`src/rtl/bus_frame_receiver_if.sv`:
```
// Serial bus line plus the deframed outputs of one node's receiver.
// master drives the bus line and observes results; slave is the receiver itself.
interface bus_frame_receiver_if #(
   parameter int DATA_W = 64,
   parameter int MOD_W  = 2,
   parameter int CRC_W  = 4
);
   // rx_valid and crc_err are single-cycle strobes with no back-pressure:
   // there is no ready, so the consumer must capture rx_* in the strobe cycle
   // (rx_data/rx_mod/rx_crc also hold until the next qualifying frame).
   logic              bus_in;
   logic [DATA_W-1:0] rx_data;
   logic [MOD_W-1:0]  rx_mod;
   logic [CRC_W-1:0]  rx_crc;
   logic              rx_valid;
   logic              crc_err;
   logic              rx_busy;

   modport master (
      output bus_in,
      input  rx_data, rx_mod, rx_crc, rx_valid, crc_err, rx_busy
   );

   modport slave (
      input  bus_in,
      output rx_data, rx_mod, rx_crc, rx_valid, crc_err, rx_busy
   );
endinterface

```
`src/rtl/bus_frame_receiver.sv`:
```
// Deframes start/addr/mod/data/crc from the single-wire bus, one bit per clock,
// and presents frames addressed to MY_ADDR after a CRC-4 (x^4+x+1) check.
module bus_frame_receiver #(
   parameter int unsigned MY_ADDR = 1,
   parameter int DATA_W = 64,
   parameter int ADDR_W = 4,
   parameter int MOD_W  = 2,
   parameter int CRC_W  = 4
) (
   input  logic                 clock,
   input  logic                 reset_n,
   bus_frame_receiver_if.slave  bus,
   output logic [2:0]           fsm_state
);

   localparam int FRAME_W = ADDR_W + MOD_W + DATA_W + CRC_W;
   localparam int CNT_W   = $clog2(FRAME_W);
   localparam logic [CRC_W-1:0] CRC_POLY = CRC_W'(3);

   typedef enum logic [2:0] {
      IDLE = 3'd0,
      ADDR = 3'd1,
      MOD  = 3'd2,
      DATA = 3'd3,
      CRC  = 3'd4
   } state_t;

   state_t             state, state_nxt;
   logic [CNT_W-1:0]   cnt, cnt_nxt;
   logic [CRC_W-1:0]   crc_q, crc_nxt;
   logic [FRAME_W-2:0] frame_sr;
   logic               crc_en;
   logic               start;
   logic               done;
   logic               fb;

   // The last crc bit is still on bus_in at the completion edge.
   logic [FRAME_W-1:0] full;
   logic [ADDR_W-1:0]  addr_f;
   logic [MOD_W-1:0]   mod_f;
   logic [DATA_W-1:0]  data_f;
   logic [CRC_W-1:0]   crc_f;

   assign full   = {frame_sr, bus.bus_in};
   assign addr_f = full[FRAME_W-1 -: ADDR_W];
   assign mod_f  = full[CRC_W+DATA_W +: MOD_W];
   assign data_f = full[CRC_W +: DATA_W];
   assign crc_f  = full[CRC_W-1:0];

   assign fb      = crc_q[CRC_W-1] ^ bus.bus_in;
   assign crc_nxt = {crc_q[CRC_W-2:0], 1'b0} ^ (fb ? CRC_POLY : '0);

   always_comb begin
      state_nxt = state;
      cnt_nxt   = cnt;
      crc_en    = 1'b0;
      start     = 1'b0;
      done      = 1'b0;
      case (state)
         IDLE: begin
            if (bus.bus_in) begin
               start     = 1'b1;
               state_nxt = ADDR;
               cnt_nxt   = CNT_W'(ADDR_W - 1);
            end
         end
         ADDR: begin
            crc_en = 1'b1;
            if (cnt == '0) begin
               state_nxt = MOD;
               cnt_nxt   = CNT_W'(MOD_W - 1);
            end else begin
               cnt_nxt = cnt - 1'b1;
            end
         end
         MOD: begin
            crc_en = 1'b1;
            if (cnt == '0) begin
               state_nxt = DATA;
               cnt_nxt   = CNT_W'(DATA_W - 1);
            end else begin
               cnt_nxt = cnt - 1'b1;
            end
         end
         DATA: begin
            crc_en = 1'b1;
            if (cnt == '0) begin
               state_nxt = CRC;
               cnt_nxt   = CNT_W'(CRC_W - 1);
            end else begin
               cnt_nxt = cnt - 1'b1;
            end
         end
         CRC: begin
            if (cnt == '0) begin
               done      = 1'b1;
               state_nxt = IDLE;
            end else begin
               cnt_nxt = cnt - 1'b1;
            end
         end
         default: state_nxt = IDLE;
      endcase
   end

   always_ff @(posedge clock or negedge reset_n) begin
      if (!reset_n) begin
         state        <= IDLE;
         cnt          <= '0;
         crc_q        <= '0;
         frame_sr     <= '0;
         bus.rx_data  <= '0;
         bus.rx_mod   <= '0;
         bus.rx_crc   <= '0;
         bus.rx_valid <= 1'b0;
         bus.crc_err  <= 1'b0;
      end else begin
         state        <= state_nxt;
         cnt          <= cnt_nxt;
         bus.rx_valid <= 1'b0;
         bus.crc_err  <= 1'b0;
         if (start) begin
            crc_q    <= '0;
            frame_sr <= '0;
         end else if (state != IDLE) begin
            frame_sr <= {frame_sr[FRAME_W-3:0], bus.bus_in};
         end
         if (crc_en) begin
            crc_q <= crc_nxt;
         end
         // Foreign frames fall through here untouched: no strobe, outputs held.
         if (done && (addr_f == ADDR_W'(MY_ADDR))) begin
            bus.rx_crc <= crc_f;
            if (crc_f == crc_q) begin
               bus.rx_valid <= 1'b1;
               bus.rx_data  <= data_f;
               bus.rx_mod   <= mod_f;
            end else begin
               bus.crc_err <= 1'b1;
            end
         end
      end
   end

   assign bus.rx_busy = (state != IDLE);
   assign fsm_state   = state;

endmodule

```
`src/flat_wrapper.sv`:
```
// flat-port wrapper written by rule: the top's interface ports become plain ports
module bus_frame_receiver_flat 
#(
   parameter int unsigned MY_ADDR = 1,
   parameter int DATA_W = 64,
   parameter int ADDR_W = 4,
   parameter int MOD_W  = 2,
   parameter int CRC_W  = 4
)
  (clock, reset_n, fsm_state, bus_bus_in, bus_rx_data, bus_rx_mod, bus_rx_crc, bus_rx_valid, bus_crc_err, bus_rx_busy);
  bus_frame_receiver_if #(.DATA_W(DATA_W), .MOD_W(MOD_W), .CRC_W(CRC_W)) bus_i ();
  input  logic clock;
  input  logic reset_n;
  output logic [2:0] fsm_state;
  input wire logic [$bits(bus_i.bus_in)-1:0] bus_bus_in;
  output wire logic [$bits(bus_i.rx_data)-1:0] bus_rx_data;
  output wire logic [$bits(bus_i.rx_mod)-1:0] bus_rx_mod;
  output wire logic [$bits(bus_i.rx_crc)-1:0] bus_rx_crc;
  output wire logic [$bits(bus_i.rx_valid)-1:0] bus_rx_valid;
  output wire logic [$bits(bus_i.crc_err)-1:0] bus_crc_err;
  output wire logic [$bits(bus_i.rx_busy)-1:0] bus_rx_busy;
  assign bus_i.bus_in = bus_bus_in;
  assign bus_rx_data = bus_i.rx_data;
  assign bus_rx_mod = bus_i.rx_mod;
  assign bus_rx_crc = bus_i.rx_crc;
  assign bus_rx_valid = bus_i.rx_valid;
  assign bus_crc_err = bus_i.crc_err;
  assign bus_rx_busy = bus_i.rx_busy;
  bus_frame_receiver #(.MY_ADDR(MY_ADDR), .DATA_W(DATA_W), .ADDR_W(ADDR_W), .MOD_W(MOD_W), .CRC_W(CRC_W)) u_core (.clock(clock), .reset_n(reset_n), .bus(bus_i), .fsm_state(fsm_state));
endmodule
```
`config.mk`:
```
export PLATFORM = sky130hd
export DESIGN_NAME = bus_frame_receiver_flat
export DESIGN_NICKNAME = d
export VERILOG_FILES = /design/src/rtl/bus_frame_receiver_if.sv /design/src/rtl/bus_frame_receiver.sv /design/src/flat_wrapper.sv
export SDC_FILE = /design/constraint.sdc
export NUM_CORES = 1
export LEC_CHECK = 0
export ABC_AREA = 1
export CAP_MARGIN = 0
export CORE_MARGIN = 10
export CORE_UTILIZATION = 55
export CTS_BUF_LIST = sky130_fd_sc_hd__clkbuf_4 sky130_fd_sc_hd__clkbuf_8 sky130_fd_sc_hd__clkbuf_16
export CTS_CLUSTER_SIZE = 28
export DETAILED_ROUTE_END_ITERATION = 7
export MAX_ROUTING_LAYER = met4
export PLACE_DENSITY = 0.85
export SLEW_MARGIN = 20
export SYNTH_ARGS = -nofsm -noshare
export SYNTH_HDL_FRONTEND = slang
export SYNTH_SLANG_ARGS = --single-unit
```
`constraint.sdc`:
```
create_clock -name clock -period 2.92 [get_ports clock]
set_input_delay 0.292 -clock clock [delete_from_list [all_inputs] [get_ports clock]]
set_output_delay 0.292 -clock clock [all_outputs]
set_load 0.005 [all_outputs]
```
==> key figures <==
Run status
  – Outcome: complete, no violations

Floorplanning
  – Effective utilization at floorplan: roughly 57%
  – Core area: around 11,000 um2
  – # rows: 38
  – Num ports: around 80
  – Die H: between 100 and 150 um
  – DIE WIDTH: around 130 um
  – Die area: roughly 16,000 um2

Yosys
  – Cell with the most instances after synthesis: dfrtp_1
  – Synth Register Bits: around 160
  – YS warnings: 0
  – Synth cell count leaders: dfrtp_1, nand2_1, inv_1
  – Syn Inst Count: 614
  – Sequential share of the synthesized area: 64.3%
  – Async S/R FF share, synth: 100%
  – Synth top area share: between 60 and 70%
  – Top FF cell, synth: dfrtp_1
  – Cell variety after synth: 26
  – Syn Area/Cell: around 10 um2
  – Top post-synthesis cells by area: dfrtp_1, nand2_1, o22ai_1
  – Mapped Area: between 6000 and 7000 um2
  – Most area-hungry cell type in the Yosys netlist: dfrtp_1
  – Number of enable flip-flop cells after synthesis: 0
  – Syn nets: ~620

Routing
  – DR WL/cell: about 16 um
  – Post-route DRC: 0
  – First drt pass iteration count: 5
  – Routed WL: 13.6 mm
  – Via density: ~5.5
  – Iter 0 DRT Violations: 490
  – Post-route ant nets: 0
  – Via count: 4,583

Global route
  – Vias in the first global route: between 4,000 and 5,000
  – Total congestion overflow: 0
  – GRT Total Usage: 18.0%
  – Global-route wire length before repair: around 23 mm
  – Initial antenna violation count: 0
  – Largest net degree at the start of global routing: 134

Timing
  – Fmax: about 470 MHz
  – Setup TNS: 0 ns
  – Slew Viols, Final: 0
  – Final worst-path cycle share: roughly 73%
  – Final hold vios: 0
  – RSZ-0062 raised after global routing: false
  – Final Skew: 0.00774 ns
  – Slew margin rel.: about two fifths
  – Slew @ Worst Pin: 0.874 ns
  – Post-layout min period: about 2.1 ns
  – Endpoints failing setup: 0

Clock network
  – Root buf cell: clkbuf_16
  – Post-CTS Setup Bufs: 0
  – H-Tree Depth: 4
  – CTS Buffer Depth: 2
  – Clock tree from TritonCTS: built
  – Clock transition at path regs: 0.06 ns
  – CTS Sinks: between 150 and 200
  – Cts bufs inserted: 17
  – Latest clock arrival within the worst-skew pair: about 0.42 ns

Placement
  – Placed instance count: about 800
  – Detailed Place HPWL: between 8 and 9 mm
  – IO buf count: 78
  – Routability congestion estimate: ~0.80

Power and ir drop
  – Total power: around 6400 uW
  – PD cells: ~830 nW/um2
  – Maximum vdd drop: around 0.0011 V
  – Lkg Pwr: approximately 0.0035 uW

Finish
  – Synth-to-layout area growth: 24.1%
  – Share of cells above drive strength 1: 8.15%
  – Post-layout net count: roughly 690
  – # diodes: 0
  – Final core utilization: between 70% and 80%
  – Final non-filler cell total: 839

Worst setup path
  – CP required: around 3.2 ns
  – WP data arrival: 2.41 ns
  – Worst setup EP type: register
  – Startpoint types: register
  – Crit path kind: reg2reg
  – Max FO, Critical Path: roughly 130

Run
  – Max cap viols: 0

Min path
  – Hold Path Class: reg2reg
layout make-up:
| type | instances | area [um2] |
|---|---|---|
| Clock inverter | 9 | 131 |
| Clock buffer | 22 | 482 |
| Tap cell | 140 | 175 |
| Sequential cell | 159 | 3980 |
| Inverter | 95 | 357 |
| Multi-Input combinational cell | 331 | 1700 |
| Fill cell | 773 | 3260 |
| Timing Repair Buffer | 83 | 860 |
power by group:
group / internal, uW / switching [uW]
registers: 2400 / 124
clock network: 1430 / 863
logic: 462 / 1080
sequential cells by signal, indices dropped and copies added, names as in the netlist:
| register | count |
|---|---|
| u_core.crc_q | 4 |
| u_core.cnt | 7 |
| u_core.bus.rx_valid | 1 |
| u_core.fsm_state | 3 |
| u_core.bus.crc_err | 1 |
| u_core.bus.rx_mod | 2 |
| u_core.bus.rx_crc | 4 |
| u_core.bus.rx_data | 64 |
| u_core.frame_sr | 73 |
placed cells by master, fill, tap and decap left out, types with 2 or more instances in the layout:
master	netlist	final
nand3_1	9	8
xor2_1	3	3
clkbuf_8	0	3
o21ai_0	11	11
nor2_1	21	20
buf_12	0	3
o22ai_1	76	76
clkinv_2	0	2
clkinvlp_4	0	3
a21oi_1	5	5
inv_2	4	4
inv_1	91	91
nand4_1	4	4
dfrtp_1	159	159
o21ai_2	10	10
clkbuf_16	0	17
clkbuf_4	0	2
bufinv_16	0	3
clkdlybuf4s50_1	0	77
ha_1	2	2
nand2_1	129	129
o21a_1	4	4
o21ai_1	50	50
layer usage:
metal	share of wire [%]	global-route usage [%]
met5	0	-
met2	51	28.6
met1	41	20.6
met4	2.7	7.90
met3	5.6	5.62
per-stage QoR:
stage / worst slack, ns / area (um2) / hold slack [ns]
2_1_floorplan: 1.18 / 6190 / -0.00359
3_5_place_dp: 0.821 / 7060 / 0.445
6_report: 0.782 / 7680 / 0.484
3_3_place_gp: 0.852 / 7060 / 0.423
5_1_grt: 0.578 / 7680 / 0.511
4_1_cts: 0.858 / 7680 / 0.488
critical path, stage by stage, from the launching register on:
cell,delay [ns]
dfrtp_1,0.35
inv_1,0.21
ha_1,0.20
inv_1,0.04
nor2_1,0.21
nand3_4,0.15
nor2_8,0.19
nand2_4,0.07
buf_12,0.22
nand2_1,0.13
o21ai_1,0.10
worst paths after layout:
| path | startpoint | cells after the start | slack (ns) | to |
|---|---|---|---|---|
| setup / recovery | u_core.cnt[0]$_DFFE_PN0P_ | 10 | 0.78 | u_core.bus.rx_data[9]$_DFFE_PN0P_ |
| hold / removal | u_core.bus.rx_data[35]$_DFFE_PN0P_ | 2 | 0.48 | u_core.bus.rx_data[35]$_DFFE_PN0P_ |
| setup reg to reg | u_core.cnt[0]$_DFFE_PN0P_ | 10 | 0.78 | u_core.bus.rx_data[9]$_DFFE_PN0P_ |
| hold reg to reg | u_core.bus.rx_data[35]$_DFFE_PN0P_ | 2 | 0.48 | u_core.bus.rx_data[35]$_DFFE_PN0P_ |
| max in group asynchronous | reset_n | 3 | 1.55 | u_core.frame_sr[63]$_DFFE_PN0P_ |
| min in group asynchronous | reset_n | 2 | 0.52 | u_core.bus.rx_data[14]$_DFFE_PN0P_ |
what timing repair did:
action / 4_1_cts / 5_1_grt
hold endpoints to repair: 15 / 0
hold buffers: 1 / 0
resized for setup: 0 / 0
cell families after synthesis:
| logic type | synth area share (%) |
|---|---|
| simple gates | 11.3 |
| buf+inv | 8.53 |
| compound gates | 14.9 |
| fa+ha+maj | 0.404 |
| flops | 64.3 |
| xor+xnor | 0.566 |
Power figures use the tool's default switching activity.
